===== config.mk =====
export PLATFORM = sky130hd
export DESIGN_NAME = keypad_scanner_flat
export DESIGN_NICKNAME = d
export VERILOG_FILES = /design/src/rtl/keypad_pkg.sv /design/src/rtl/keypad_scanner_if.sv /design/src/rtl/keypad_scanner_frame_classifier.sv /design/src/rtl/keypad_scanner.sv /design/src/flat_wrapper.sv
export SDC_FILE = /design/constraint.sdc
export NUM_CORES = 1
export LEC_CHECK = 0
export CELL_PAD_IN_SITES_DETAIL_PLACEMENT = 1
export CELL_PAD_IN_SITES_GLOBAL_PLACEMENT = 2
export CORE_UTILIZATION = 36
export DETAILED_ROUTE_END_ITERATION = 7
export PLACE_DENSITY = 0.82
export SLEW_MARGIN = 0
export SYNTH_ARGS = -nofsm -noshare
export SYNTH_HDL_FRONTEND = slang
export SYNTH_SLANG_ARGS = --single-unit

===== constraint.sdc =====
create_clock -name clock -period 1.52 [get_ports clock]
set_input_delay 0.304 -clock clock [delete_from_list [all_inputs] [get_ports clock]]
set_output_delay 0.304 -clock clock [all_outputs]
set_load 0.02 [all_outputs]

===== src/rtl/keypad_pkg.sv =====
// Shared types and sizes for the 4x4 operator keypad scanner.
package keypad_pkg;

    localparam int unsigned KEY_ROWS   = 4;
    localparam int unsigned KEY_COLS   = 4;
    localparam int unsigned FRAME_BITS = KEY_ROWS * KEY_COLS;

    // Debounce state machine.
    typedef enum logic [1:0] {
        IDLE,
        CONFIRM,
        HELD,
        RELEASE
    } scan_state_t;

    // Result of classifying one complete scan frame.
    typedef enum logic [1:0] {
        NONE,
        SINGLE,
        MULTI
    } frame_class_t;

endpackage


===== src/rtl/keypad_scanner_if.sv =====
// Keypad-side and host-side signals of the keypad scanner.
interface keypad_scanner_if;
    import keypad_pkg::*;

    logic [KEY_ROWS-1:0] key_rows;      // active-low, pulled up
    logic [KEY_COLS-1:0] key_cols;      // active-low column drive
    logic [3:0]          key_code;      // row*4 + col
    logic                key_valid;
    logic                key_held;
    logic                multiple_keys;

    modport master (
        input  key_rows,
        output key_cols,
        output key_code,
        output key_valid,
        output key_held,
        output multiple_keys
    );

    modport slave (
        output key_rows,
        input  key_cols,
        input  key_code,
        input  key_valid,
        input  key_held,
        input  multiple_keys
    );

endinterface


===== src/rtl/keypad_scanner_frame_classifier.sv =====
// Combinational classification of one 16-bit scan frame: popcount plus key encode.
module scan_frame_classifier
    import keypad_pkg::*;
(
    input  logic [FRAME_BITS-1:0] frame,
    output frame_class_t          frame_class,
    output logic [3:0]            code
);

    logic [4:0] count;

    // Count pressed keys; code holds the lowest set bit, which is the key when exactly one is set.
    always_comb begin
        count       = '0;
        code        = '0;
        frame_class = NONE;
        for (int i = FRAME_BITS - 1; i >= 0; i--) begin
            if (frame[i]) begin
                count = count + 5'd1;
                code  = 4'(i);
            end
        end
        if (count == 5'd0) begin
            frame_class = NONE;
        end else if (count == 5'd1) begin
            frame_class = SINGLE;
        end else begin
            frame_class = MULTI;
        end
    end

endmodule


===== src/rtl/keypad_scanner.sv =====
// 4x4 keypad scanner: column ring scan, frame capture and whole-frame debounce.
// SCAN_DIVIDER must be >= 4 and DEBOUNCE_SCANS >= 1.
module keypad_scanner
    import keypad_pkg::*;
#(
    parameter int unsigned SCAN_DIVIDER   = 16,
    parameter int unsigned DEBOUNCE_SCANS = 3
) (
    input logic              clock,
    input logic              reset_n,
    input logic              enable,
    keypad_scanner_if.master kp
);

    localparam int unsigned PRESC_W = $clog2(SCAN_DIVIDER);
    localparam int unsigned CNT_W   = $clog2(DEBOUNCE_SCANS + 1);

    localparam logic [PRESC_W-1:0] PRESC_RELOAD = PRESC_W'(SCAN_DIVIDER - 1);
    // Count value that, with one more qualifying frame, completes the debounce.
    localparam logic [CNT_W-1:0]   CNT_LAST     = CNT_W'(DEBOUNCE_SCANS - 1);

    function automatic logic [CNT_W-1:0] sat_inc(input logic [CNT_W-1:0] v);
        return (v == {CNT_W{1'b1}}) ? v : v + 1'b1;
    endfunction

    logic [1:0]            rst_sync_q;
    logic                  rst_n_int;
    logic [KEY_ROWS-1:0]   rows_meta_q;
    logic [KEY_ROWS-1:0]   rows_sync_q;
    logic [PRESC_W-1:0]    presc_q;
    logic [1:0]            col_q;
    logic [1:0]            col_d;
    logic [KEY_COLS-1:0]   key_cols_q;
    logic [FRAME_BITS-1:0] frame_q;
    logic [FRAME_BITS-1:0] frame_d;
    logic                  tick;
    logic                  frame_done;
    frame_class_t          frame_class;
    logic [3:0]            frame_code;

    scan_state_t           state_q;
    logic [CNT_W-1:0]      cnt_q;
    logic [3:0]            cand_q;
    logic [3:0]            key_code_q;
    logic                  key_valid_q;
    logic                  key_held_q;
    logic                  multi_q;

    // Reset assertion is immediate; release is delayed two clocks to stay synchronous.
    always_ff @(posedge clock or negedge reset_n) begin
        if (!reset_n) begin
            rst_sync_q <= 2'b00;
        end else begin
            rst_sync_q <= {rst_sync_q[0], 1'b1};
        end
    end

    assign rst_n_int = rst_sync_q[1];

    // Two-flop synchronizer for the asynchronous row inputs (idle level is all-high).
    always_ff @(posedge clock or negedge rst_n_int) begin
        if (!rst_n_int) begin
            rows_meta_q <= '1;
            rows_sync_q <= '1;
        end else begin
            rows_meta_q <= kp.key_rows;
            rows_sync_q <= rows_meta_q;
        end
    end

    assign tick       = enable && (presc_q == '0);
    assign frame_done = tick && (col_q == 2'd3);
    assign col_d      = tick ? col_q + 2'd1 : col_q;

    // Frame buffer with the current column's rows merged in (1 = pressed).
    always_comb begin
        frame_d = frame_q;
        for (int r = 0; r < KEY_ROWS; r++) begin
            frame_d[{2'(r), col_q}] = ~rows_sync_q[r];
        end
    end

    scan_frame_classifier u_classifier (
        .frame       (frame_d),
        .frame_class (frame_class),
        .code        (frame_code)
    );

    // Prescaler, column ring and frame capture; disable parks everything at column 0.
    always_ff @(posedge clock or negedge rst_n_int) begin
        if (!rst_n_int) begin
            presc_q    <= '0;
            col_q      <= '0;
            frame_q    <= '0;
            key_cols_q <= '1;
        end else if (!enable) begin
            presc_q    <= '0;
            col_q      <= '0;
            frame_q    <= '0;
            key_cols_q <= '1;
        end else begin
            key_cols_q <= ~(4'b0001 << col_d);
            col_q      <= col_d;
            if (tick) begin
                presc_q <= PRESC_RELOAD;
                frame_q <= frame_d;
            end else begin
                presc_q <= presc_q - 1'b1;
            end
        end
    end

    // Debounce FSM, stepped once per complete frame, with registered outputs.
    always_ff @(posedge clock or negedge rst_n_int) begin
        if (!rst_n_int) begin
            state_q     <= IDLE;
            cnt_q       <= '0;
            cand_q      <= '0;
            key_code_q  <= '0;
            key_valid_q <= 1'b0;
            key_held_q  <= 1'b0;
            multi_q     <= 1'b0;
        end else begin
            key_valid_q <= 1'b0;
            if (!enable) begin
                state_q    <= IDLE;
                cnt_q      <= '0;
                key_held_q <= 1'b0;
                multi_q    <= 1'b0;
            end else if (frame_done) begin
                multi_q <= (frame_class == MULTI);
                unique case (state_q)
                    IDLE: begin
                        if (frame_class == SINGLE) begin
                            cand_q <= frame_code;
                            cnt_q  <= CNT_W'(1);
                            if (DEBOUNCE_SCANS == 1) begin
                                state_q     <= HELD;
                                key_code_q  <= frame_code;
                                key_valid_q <= 1'b1;
                                key_held_q  <= 1'b1;
                            end else begin
                                state_q <= CONFIRM;
                            end
                        end
                    end
                    CONFIRM: begin
                        if (frame_class == SINGLE && frame_code == cand_q) begin
                            if (cnt_q >= CNT_LAST) begin
                                state_q     <= HELD;
                                key_code_q  <= cand_q;
                                key_valid_q <= 1'b1;
                                key_held_q  <= 1'b1;
                            end
                            cnt_q <= sat_inc(cnt_q);
                        end else begin
                            state_q <= IDLE;
                            cnt_q   <= '0;
                        end
                    end
                    HELD: begin
                        if (!(frame_class == SINGLE && frame_code == key_code_q)) begin
                            key_held_q <= 1'b0;
                            if (frame_class == NONE) begin
                                cnt_q   <= CNT_W'(1);
                                // A single quiet frame already completes the release.
                                state_q <= (DEBOUNCE_SCANS == 1) ? IDLE : RELEASE;
                            end else begin
                                cnt_q   <= '0;
                                state_q <= RELEASE;
                            end
                        end
                    end
                    RELEASE: begin
                        if (frame_class == NONE) begin
                            if (cnt_q >= CNT_LAST) begin
                                state_q <= IDLE;
                                cnt_q   <= '0;
                            end else begin
                                cnt_q <= sat_inc(cnt_q);
                            end
                        end else begin
                            cnt_q <= '0;
                        end
                    end
                endcase
            end
        end
    end

    assign kp.key_cols      = key_cols_q;
    assign kp.key_code      = key_code_q;
    assign kp.key_valid     = key_valid_q;
    assign kp.key_held      = key_held_q;
    assign kp.multiple_keys = multi_q;

endmodule


===== src/flat_wrapper.sv =====
// flat-port wrapper written by rule: the top's interface ports become plain ports
module keypad_scanner_flat import keypad_pkg::*;
#(
    parameter int unsigned SCAN_DIVIDER   = 16,
    parameter int unsigned DEBOUNCE_SCANS = 3
)
  (clock, reset_n, enable, kp_key_rows, kp_key_cols, kp_key_code, kp_key_valid, kp_key_held, kp_multiple_keys);
  keypad_scanner_if kp_i ();
  input logic clock;
  input logic reset_n;
  input logic enable;
  input wire logic [$bits(kp_i.key_rows)-1:0] kp_key_rows;
  output wire logic [$bits(kp_i.key_cols)-1:0] kp_key_cols;
  output wire logic [$bits(kp_i.key_code)-1:0] kp_key_code;
  output wire logic [$bits(kp_i.key_valid)-1:0] kp_key_valid;
  output wire logic [$bits(kp_i.key_held)-1:0] kp_key_held;
  output wire logic [$bits(kp_i.multiple_keys)-1:0] kp_multiple_keys;
  assign kp_i.key_rows = kp_key_rows;
  assign kp_key_cols = kp_i.key_cols;
  assign kp_key_code = kp_i.key_code;
  assign kp_key_valid = kp_i.key_valid;
  assign kp_key_held = kp_i.key_held;
  assign kp_multiple_keys = kp_i.multiple_keys;
  keypad_scanner #(.SCAN_DIVIDER(SCAN_DIVIDER), .DEBOUNCE_SCANS(DEBOUNCE_SCANS)) u_core (.clock(clock), .reset_n(reset_n), .enable(enable), .kp(kp_i));
endmodule

# After elaboration in Yosys (flattened, before gate mapping)
# Cells that the tools add are included.
dict set report word_totals {
  register_bits 51
  latchBits 0
  ram_bits 0
  romBits 0
  in_bits 7
  output_inout_bits 11
  memories 0
}
dict set report classes {
  add_sub_neg 18
  mul 0
  div_mod_pow 0
  order_cmp 9
  n_eq_ne 20
  shifts 1
  mux 84
  bitwise_logic 5
  n_reduce_logical 17
}
# operator n
set op_table {}
lappend op_table {{2-to-1 mux 4 bit} 19}
lappend op_table {{2-to-1 mux 5 bit} 15}
lappend op_table {{adder 5 x 1 -> 5 bit (second input constant)} 14}
lappend op_table {{bitwise mux 16 bit} 4}
lappend op_table {{2-to-1 mux 2 bit} 19}
lappend op_table {{2-to-1 mux 16 bit} 2}
lappend op_table {{2-to-1 mux 1 bit} 18}
lappend op_table {{one-hot mux 2 bit (4 select lines)} 2}
lappend op_table {{!= test 3 x 2 -> 1 bit (second input constant)} 5}
lappend op_table {{equality test 2 bit (second input constant)} 5}
lappend op_table {{less-than comparator 4 x 5 -> 1 bit (second input constant)} 2}
lappend op_table {{AND reduction 5 bit} 2}
lappend op_table {{demux 1 bit (select 2 bit)} 4}
lappend op_table {{equality test 4 bit} 2}
lappend op_table {{greater-or-equal comparator 4 x 1 -> 1 bit (second input constant)} 2}
lappend op_table {{logical AND 1 bit} 8}
lappend op_table {{AND reduction 6 bit} 1}
lappend op_table {{equality test 5 x 1 -> 1 bit (second input constant)} 1}
lappend op_table {{logical NOT 5 bit} 1}
lappend op_table {{less-than comparator 2 x 5 -> 1 bit (second input constant)} 1}
lappend op_table {{less-than comparator 3 x 5 -> 1 bit (second input constant)} 1}
lappend op_table {{adder 2 x 1 -> 2 bit (second input constant)} 2}
lappend op_table {{equality test 2 x 1 -> 1 bit (second input constant)} 2}
lappend op_table {{logical NOT 2 bit} 2}
lappend op_table {{16 further kinds} 20}

# Depth between registers and ports, before layout
dict set report depth {
  ltp_word 48
  mapped_depth 60
  mapped_depth_nobuf 59
}

# By module
# From an unflattened synthesis, not the netlist that was laid out.
dict set report hier_totals {
  hier_cells 471
  area_unflattened_um2 4365.4
}
# module instances cells_per_inst area_per_inst_um2
set by_module_without_submodules {}
lappend by_module_without_submodules {keypad_scanner 1 235 2544.9}
lappend by_module_without_submodules {scan_frame_classifier 1 236 1820.5}

# Worst setup path before layout
# OpenSTA, ideal clock, no wires.
dict set report synth_path {
  path_kind {reg2reg}
  from {register u_core.col_q[0]}
  to {register u_core.state_q[0]}
  arrival_ps 11402
  path_slack_ps -9976
  stages_incl_launch_ff 60
  path_buffers 2
  synth_period_minus_slack_ps 11496
  path_cell_list {dfrtp_1 > inv_1 > ha_1 > clkbuf_1 > mux2i_1 > inv_1 > ha_1 > clkbuf_1 > nor3b_1 > mux2_4 > nor4_4 > ha_1 > mux2_2 > ha_1 > o221a_2 > nand2_1 > inv_1 > ha_1 > (+24 left out) > ha_1 > nand2_1 > nand2_1 > ha_1 > nor2_1 > a31oi_1 > ha_1 > nand2b_1 > nor2_1 > o21ai_0 > o21a_1 > o31ai_1 > nor4b_1 > or4_1 > or4_4 > and3_4 > o211a_2 > a221oi_2}
}
dict set report synth_via {
  elab_chain_cells 45
}
# item line
set synth_lines {}
lappend synth_lines {{start, declared} keypad_scanner.sv:31} ;# logic [1:0] col_q;
lappend synth_lines {{start signal, assigned} keypad_scanner.sv:103} ;# col_q <= col_d;
lappend synth_lines {{less-than comparator 4 x 5 -> 1 bit (not written as such) or greater-or-equal comparator 4 x 1 -> 1 bit (tied branches)} keypad_scanner.sv:79} ;# frame_d[{2'(r), col_q}] = ~rows_sync_q[r];
lappend synth_lines {{logical AND 1 bit (not written as such)} keypad_scanner.sv:79}
lappend synth_lines {{2-to-1 mux 1 bit (not written as such)} keypad_scanner.sv:79}
lappend synth_lines {{demux 1 bit (select 2 bit)} -}
lappend synth_lines {{bitwise mux 16 bit} keypad_scanner.sv:79}
lappend synth_lines {{2-to-1 mux 1 bit} keypad_scanner_frame_classifier.sv:18} ;# if (frame[i]) begin
lappend synth_lines {{adder 1 x 1 -> 2 bit} keypad_scanner_frame_classifier.sv:19} ;# count = count + 5'd1;
lappend synth_lines {{2-to-1 mux 5 bit} keypad_scanner_frame_classifier.sv:18}
lappend synth_lines {{(+29 left out)} -}
lappend synth_lines {{2-to-1 mux 2 bit} keypad_scanner_frame_classifier.sv:25} ;# end else if (count == 5'd1) begin
lappend synth_lines {{2-to-1 mux 2 bit} keypad_scanner_frame_classifier.sv:23} ;# if (count == 5'd0) begin
lappend synth_lines {{equality test 2 x 1 -> 1 bit} {keypad_scanner.sv:134, keypad_scanner.sv:148, keypad_scanner.sv:162}}
lappend synth_lines {{logical AND 1 bit} keypad_scanner.sv:148} ;# if (frame_class == SINGLE && frame_code == cand_q) begin
lappend synth_lines {{2-to-1 mux 2 bit} keypad_scanner.sv:148}
lappend synth_lines {{one-hot mux 2 bit (4 select lines)} keypad_scanner.sv:132} ;# unique case (state_q)
lappend synth_lines {{2-to-1 mux 2 bit} keypad_scanner.sv:130} ;# end else if (frame_done) begin
lappend synth_lines {{2-to-1 mux 2 bit} keypad_scanner.sv:125} ;# if (!enable) begin
lappend synth_lines {{end signal, assigned} keypad_scanner.sv:167} ;# state_q <= (DEBOUNCE_SCANS == 1) ? IDLE : RELEASE;
lappend synth_lines {{end, declared} keypad_scanner.sv:41} ;# scan_state_t state_q;
# Parallel ways exist; a longest one is shown, timed or not. The select of a mux whose other input is x is not followed.
# A chain may end at the register's enable or synchronous reset.

# Worst setup path in the final report
dict set report layout_path {
  from {register u_core.col_q[0]}
  to {register u_core.key_code_q[3] (netlist: u_core.kp.key_code[3])}
}
dict set report layout_via {
  elab_chain_cells 42
}
# item line
set layout_lines {}
lappend layout_lines {{less-than comparator 4 x 5 -> 1 bit (not written as such) or greater-or-equal comparator 4 x 1 -> 1 bit (tied branches)} keypad_scanner.sv:79}
lappend layout_lines {{logical AND 1 bit (not written as such)} keypad_scanner.sv:79}
lappend layout_lines {{2-to-1 mux 1 bit (not written as such)} keypad_scanner.sv:79}
lappend layout_lines {{demux 1 bit (select 2 bit)} -}
lappend layout_lines {{bitwise mux 16 bit} keypad_scanner.sv:79}
lappend layout_lines {{2-to-1 mux 1 bit} keypad_scanner_frame_classifier.sv:18}
lappend layout_lines {{adder 1 x 1 -> 2 bit} keypad_scanner_frame_classifier.sv:19}
lappend layout_lines {{2-to-1 mux 5 bit} keypad_scanner_frame_classifier.sv:18}
lappend layout_lines {{(+26 left out)} -}
lappend layout_lines {{adder 5 x 1 -> 5 bit} keypad_scanner_frame_classifier.sv:19}
lappend layout_lines {{2-to-1 mux 5 bit} keypad_scanner_frame_classifier.sv:18}
lappend layout_lines {{equality test 5 x 1 -> 1 bit} keypad_scanner_frame_classifier.sv:25}
lappend layout_lines {{2-to-1 mux 2 bit} keypad_scanner_frame_classifier.sv:25}
lappend layout_lines {{2-to-1 mux 2 bit} keypad_scanner_frame_classifier.sv:23}
lappend layout_lines {{equality test 2 x 1 -> 1 bit} keypad_scanner.sv:148}
lappend layout_lines {{logical AND 1 bit} keypad_scanner.sv:148}
lappend layout_lines {{AND reduction 5 bit (no line) (*)} -}
lappend layout_lines {{end signal, assigned} keypad_scanner.sv:139} ;# key_code_q <= frame_code;
lappend layout_lines {{end signal, assigned} keypad_scanner.sv:151} ;# key_code_q <= cand_q;
lappend layout_lines {{end, declared} keypad_scanner.sv:44} ;# logic [3:0] key_code_q;
# Mark *: on every way between the ends. The rest lies on a longest branch, timed or not.

==> load_flow_metrics.sql <==
INSERT INTO impl_metrics (metric_group, metric, value, unit) VALUES
('worst_hold_path', 'worst_hold_path_type', 'input pin to async pin', ''),
('global_route', 'grt_antenna_before_repair', '0', ''),
('setup_path', 'worstRegToRegCells', '60', ''),
('routing', 'antenna_violating_nets_post_route', '0', ''),
('floorplanning', 'floorplan.initialDensity', '36.9', '%'),
('sta', 'setup_viol', '34', ''),
('setup_path', 'critical_path_peak_fanout', '4', ''),
('routing', 'met3WireLength', '2.42', 'mm'),
('sta', 'worst-slew-pin-transition', '0.999', 'ns'),
('global_route', 'via_count_of_the_first_global_routing_pass', '6299', ''),
('setup_path', 'setup.worst_path.end_class', 'flip-flop', ''),
('synthesis', 'synth-seq-area-share', '27.8', '%'),
('synthesis', 'synth_enable_flop_cells', '0', ''),
('sta', 'slew_violations', '0', ''),
('floorplanning', 'chipHeight', '115', 'um'),
('synthesis', 'yosysTopAreaCellShare', '21.0', '%'),
('clock_network', 'htreeDepth', '2', ''),
('synthesis', 'async_reset_ff_share', '100', '%'),
('floorplanning', 'rows', '41', ''),
('floorplanning', 'die-area', '0.0133', 'sq mm'),
('setup_path', 'critPathTopFamily', 'adder cells', ''),
('routing', 'top_layer', 'met4', ''),
('cells_and_area', 'fillCellCount', '1289', ''),
('setup_path', 'max_stage_delay_on_crit_path', '0.45', 'ns'),
('placed_design', 'dp_hpwl', '12.4', 'mm'),
('cells_and_area', 'area_growth', '85.6', '%'),
('sta', 'rsz0062_at_grt', 'yes', ''),
('routing', 'detail_route.first_pass.iterations', '5', ''),
('routing', 'average_wire_per_cell_in_the_routed_design', '31.4', 'um'),
('run_status', 'outcome', 'complete, but fails checks', ''),
('placed_design', 'io_buffers', '17', ''),
('cells_and_area', 'num_antenna_cells', '0', ''),
('floorplanning', 'dieWidth', '115', 'um'),
('setup_path', 'worst_path_bufs_invs', '8', ''),
('floorplanning', 'area_of_the_core_region', '0.0126', 'sq mm'),
('setup_path', 'worst_setup_path_start_kind', 'flip-flop', ''),
('clock_network', 'cts_tree', 'done', ''),
('synthesis', 'synth_top_cells_by_area', 'sky130_fd_sc_hd__dfrtp_1 (21%), sky130_fd_sc_hd__dfstp_2 (6.8%), sky130_fd_sc_hd__xnor2_1 (6.6%)', ''),
('synthesis', 'post_synth_instance_area', '0.00464', 'sq mm'),
('floorplanning', 'io_pins', '18', ''),
('clock_network', 'worstSkewPairLatency', '0.31', 'ns'),
('cells_and_area', 'nets_final', '838', ''),
('synthesis', 'mappedNetlistNets', '543', ''),
('global_route', 'grt_util_all_layers', '35.4', '%'),
('cells_and_area', 'drive_above_1_share', '60.7', '%'),
('routing', 'drc', '0', ''),
('sta', 'max_slew_margin', '32.5', '%'),
('sta', 'final.setup.tns', '-154.11', 'ns'),
('global_route', 'largest_net_degree_at_the_start_of_global_routing', '34', ''),
('setup_path', 'critical_path.slowest_cell', 'sky130_fd_sc_hd__dfrtp_2', ''),
('routing', 'dr_total_vias', '6184', ''),
('sta', 'least_setup_slack_across_all_paths_after_layout', '-9.91', 'ns'),
('clock_network', 'cts_root_buf', 'sky130_fd_sc_hd__clkbuf_16', ''),
('routing', 'drt_iter0_markers', '663', ''),
('sta', 'timing.final.hold_violations', '0', ''),
('sta', 'max_clock_freq', '0.0875', 'GHz'),
('synthesis', 'syn-instance-count', '514', ''),
('setup_path', 'crit_arrival', '11.61', 'ns'),
('sta', 'skew', '0.0191', 'ns'),
('global_route', 'grt_pass1_wl', '35.0', 'mm'),
('setup_path', 'worst_r2r_startpoint', 'u_core.col_q[0]', ''),
('sta', 'post-route-min-period', '11.43', 'ns'),
('routing', 'routed_wirelength', '30.8', 'mm'),
('synthesis', 'synth_seq_cells', '51', ''),
('clock_network', 'cts.sinks', '51', ''),
('synthesis', 'syn_area_per_cell', '9.02', 'sq um'),
('run', 'maxCapViolations', '0', ''),
('run_status', 'violations_in_the_final_reports', 'negative setup slack', ''),
('clock_network', 'cts.clk_slew.worst_paths', '0.08', 'ns'),
('routing', 'post_route_met1_wirelength', '11.3', 'mm'),
('sta', 'min_period_over_period', '752', '%');
synthesized netlist by cell type (3+ instances only):
cell type,n
sky130_fd_sc_hd__inv_1,28
sky130_fd_sc_hd__o21a_1,3
sky130_fd_sc_hd__nor3b_1,7
sky130_fd_sc_hd__buf_2,5
sky130_fd_sc_hd__a31oi_1,8
sky130_fd_sc_hd__ha_1,22
sky130_fd_sc_hd__o21ai_0,19
sky130_fd_sc_hd__nand3b_1,6
sky130_fd_sc_hd__xnor2_1,35
sky130_fd_sc_hd__nor4_1,7
sky130_fd_sc_hd__mux2i_1,16
sky130_fd_sc_hd__nor2b_1,9
sky130_fd_sc_hd__nor2_1,43
sky130_fd_sc_hd__o21ai_1,5
sky130_fd_sc_hd__xnor2_2,4
sky130_fd_sc_hd__and2_1,6
sky130_fd_sc_hd__mux2_4,5
sky130_fd_sc_hd__nand2_1,47
sky130_fd_sc_hd__xor2_1,12
sky130_fd_sc_hd__a21o_1,4
sky130_fd_sc_hd__nor3_1,13
sky130_fd_sc_hd__a21oi_1,21
sky130_fd_sc_hd__clkbuf_1,11
sky130_fd_sc_hd__dfrtp_1,39
sky130_fd_sc_hd__and3_1,4
sky130_fd_sc_hd__xnor3_1,4
sky130_fd_sc_hd__o2111ai_1,3
sky130_fd_sc_hd__o311ai_0,3
sky130_fd_sc_hd__nand3_1,12
sky130_fd_sc_hd__a21boi_0,5
sky130_fd_sc_hd__nand2b_1,12
sky130_fd_sc_hd__xnor2_4,3
sky130_fd_sc_hd__mux2_2,6
sky130_fd_sc_hd__a211oi_1,15
sky130_fd_sc_hd__dfstp_2,12
flip-flops by register name, summed over array words and instances, names as in the netlist, 2 cells and up:
name,cells
u_core.frame_q,16
u_core.rows_sync_q,4
u_core.kp.key_code,4
u_core.cand_q,4
u_core.rows_meta_q,4
u_core.rst_sync_q,2
u_core.presc_q,4
u_core.kp.key_cols,4
u_core.state_q,2
u_core.col_q,2
u_core.cnt_q,2
final cells by class:
type | count | area [sq um] | area share, %
multi-input combinational | 417 | 4180 | 48.6
sequential | 51 | 1290 | 15.0
inverter | 29 | 120 | 1.40
timing repair buffer | 305 | 2640 | 30.7
clock buffer | 5 | 125 | 1.45
tap | 172 | 215 | 2.50
clock inverter | 3 | 27.5 | 0.320
how the worst max path moves through the flow:
stage	cells past startpoint	slack, ns	startpoint	to
finish	60	-9.91	u_core.col_q[0]	u_core.kp.key_code[3]
floorplan	59	-9.13	u_core.col_q[0]	u_core.kp.key_code[0]
CTS	58	-8.90	u_core.col_q[0]	u_core.kp.key_code[0]
global route	57	-10.04	u_core.col_q[0]	u_core.kp.key_code[3]
detailed placement	56	-9.41	u_core.col_q[1]	u_core.kp.key_code[3]
global placement	58	-8.67	u_core.col_q[1]	u_core.state_q[0]
metrics by stage:
| step | setup slack (ns) | std cells | instance area (sq um) | utilization [%] | hold slack (ns) |
|---|---|---|---|---|---|
| 2_1_floorplan | -9.13 | 514 | 4880 | - | 0.00841 |
| 3_3_place_gp | -8.67 | 885 | 6670 | 53.0 | 0.221 |
| 3_5_place_dp | -9.41 | 885 | 6670 | 53.0 | 0.228 |
| 4_1_cts | -8.90 | 944 | 7740 | 61.6 | 0.162 |
| 5_1_grt | -10.04 | 982 | 8610 | 68.5 | 0.168 |
| 6_report | -9.91 | 982 | 8610 | 68.5 | 0.167 |
per-layer routing:
layer / vias to the layer above / global-route usage [%]
met3: 230 / 4.76
li1: 2431 / -
met1: 3018 / 37.4
met2: 505 / 67.2
met4: 0 / 19.9
met5: - / 0
cell families after synthesis:
| group | share of synthesized area (%) |
|---|---|
| compound gates | 17.7 |
| xor+xnor | 15.9 |
| fa+ha+maj | 5.94 |
| buf+inv | 3.86 |
| flops | 27.8 |
| mux | 7.02 |
| other cells | 0.0809 |
| simple gates | 21.6 |
timing repair:
action / CTS / global route
setup buffers: 51 / 41
gates cloned: 1 / 1
setup endpoints to repair: 44 / 39
hold buffers: 0 / 0
hold endpoints to repair: 0 / 0
gates resized for setup: 133 / 121
pin swaps: 18 / 46
Power is left out: the tool's default activity adds up to more than one toggle a clock period on the data nets, which glitch-free logic cannot reach.
==> RTL change: new RTL, config.mk and constraints unchanged <==
Register the input `enable` before use. The logic sees it one clock later. The other inputs are not delayed to match.
--- a/src/rtl/keypad_scanner.sv
+++ b/src/rtl/keypad_scanner.sv
@@ -18,6 +18,12 @@
     localparam logic [PRESC_W-1:0] PRESC_RELOAD = PRESC_W'(SCAN_DIVIDER - 1);
     // Count value that, with one more qualifying frame, completes the debounce.
     localparam logic [CNT_W-1:0]   CNT_LAST     = CNT_W'(DEBOUNCE_SCANS - 1);
+
+    logic enable_q;
+
+    always_ff @(posedge clock) begin
+        enable_q <= enable;
+    end
 
     function automatic logic [CNT_W-1:0] sat_inc(input logic [CNT_W-1:0] v);
         return (v == {CNT_W{1'b1}}) ? v : v + 1'b1;
@@ -68,7 +74,7 @@
         end
     end
 
-    assign tick       = enable && (presc_q == '0);
+    assign tick       = enable_q && (presc_q == '0);
     assign frame_done = tick && (col_q == 2'd3);
     assign col_d      = tick ? col_q + 2'd1 : col_q;
 
@@ -93,7 +99,7 @@
             col_q      <= '0;
             frame_q    <= '0;
             key_cols_q <= '1;
-        end else if (!enable) begin
+        end else if (!enable_q) begin
             presc_q    <= '0;
             col_q      <= '0;
             frame_q    <= '0;
@@ -122,7 +128,7 @@
             multi_q     <= 1'b0;
         end else begin
             key_valid_q <= 1'b0;
-            if (!enable) begin
+            if (!enable_q) begin
                 state_q    <= IDLE;
                 cnt_q      <= '0;
                 key_held_q <= 1'b0;
Formal check against the unedited RTL: not equivalent (Yosys sat finds a counterexample within 4 cycles, from zero or initial values and one cycle with reset_n low).
==> RTL change against the unedited design <==
Maximum frequency grew 4.3%; sequential share of layout area grew 1.1 points; wire length shrank 9.6%; non-clock buffer count shrank 8; area after synthesis shrank 1.7%; the run still ends with negative setup slack left; design area shrank 5.4%; worst setup slack gained 480 ps; sequential cell count grew 1; synthesized cell count shrank 1.4%; critical path type unchanged.
Power is left out: the tool's default activity adds up to more than one toggle a clock period on the data nets, which glitch-free logic cannot reach.
==> RTL change: results (changes against the unedited design) <==
status: "finished with violations"  # unchanged
ys_seq_area_share_pct: 28.8  # was 27.8%
grt_pass1_wl_um: 34900  # was 35000 µm
setup_violations: 33  # was 34
setup_tns_ps: -143670  # was -154110 ps
synthTopCellsByCount: "nand2_1 (65), dfrtp_1 (39), xnor2_1 (33)"  # was nand2_1 (47), nor2_1 (43), dfrtp_1 (39)
inv_count: 23  # was 29
vias: 5820  # was 6184
final.setup_skew_ps: 20.9  # was 19.1 ps
synth_compound_area_share_pct: 18.2  # was 17.7%
synthAdderAreaFrac_pct: 7.41  # was 5.94%
violations: "negative setup slack"  # unchanged
critPathLaunch: "u_core.col_q[1]$_DFF_PN0_"  # was u_core.col_q[0]$_DFF_PN0_
fin_nets: 828  # was 838
coreArea_mm2: 0.0122  # was 0.0126 mm²
fin_ws_ps: -9430  # was -9910 ps
r2r_cells: 61  # was 60
dr.first_iter.drc_count: 569  # was 663
multiInputGateArea_mm2: 0.00382  # was 0.00418 mm²
placed_cells: 850  # was 885
ys_top_cells_by_area: "dfrtp_1 (21%), ha_1 (7.4%), dfstp_2 (6.9%), xnor2_1 (6.3%), nand2_1 (5.4%)"  # was dfrtp_1 (21%), dfstp_2 (6.8%), xnor2_1 (6.6%), ha_1 (5.9%), nand2_1 (3.8%)
grt_use_total_pct: 35.5  # was 35.4%
ff2ff_setup_slack_ps: -9430  # was -9910 ps
clk_share_pct: 1.89  # was 1.77%
buffer_area_share_pct: 31.0  # was 30.7%
synth_cell_types: 81  # was 86
yosys-mux-area-fraction_pct: 6.51  # was 7.02%
fill_cells: 1293  # was 1289
multiInputCombCellCount: 415  # was 417
synth.avg_cell_area_um2: 8.99  # was 9.02 µm²
worst_hold_slack_ps: 162  # was 167 ps
drive_above_1_share_pct: 56.9  # was 60.7%
buffers: 297  # was 305
slew_headroom_pct: 53.0  # was 32.5%
dpl_cell_area_mm2: 0.00641  # was 0.00667 mm²
r2r_end: "u_core.cnt_q[1]$_DFFE_PN0P_"  # was u_core.kp.key_code[3]$_DFFE_PN0P_
ys_ff_latch: 52  # was 51
preCtsSetupSlack_ps: -8750  # was -9410 ps
cpPeakStageDelay_ps: 470  # was 450 ps
-- RTL change: what timing repair did --
| action | 4_1_cts | 5_1_grt |
|---|---|---|
| buffers inserted | 73 | 43 |
| resized for setup | 105 | 103 |
| setup endpoints to repair | 44 | 38 |
| pin swaps | 38 | 27 |
| cloned | 0 | 1 |
| hold buffers | 0 | 0 |
-- RTL change: how the worst max path moves through the flow --
stage               slack [ps]                       endpoint  cells past startpoint
finish                   -9430    u_core.cnt_q[1]$_DFFE_PN0P_                     61
global route             -9670    u_core.cnt_q[1]$_DFFE_PN0P_                     61
CTS                      -8390  u_core.state_q[0]$_DFFE_PN0P_                     60
detailed placement       -8750  u_core.state_q[0]$_DFFE_PN0P_                     61
global placement         -8120  u_core.state_q[1]$_DFFE_PN0P_                     59
floorplan                -8300  u_core.state_q[1]$_DFFE_PN0P_                     61
-- RTL change: layer usage --
metal | wire length, µm | GRT usage (%)
met4 | 2060 | 20.1
met3 | 1810 | 7.09
met2 | 13800 | 63.4
met1 | 10200 | 39.3
met5 | 0 | 0
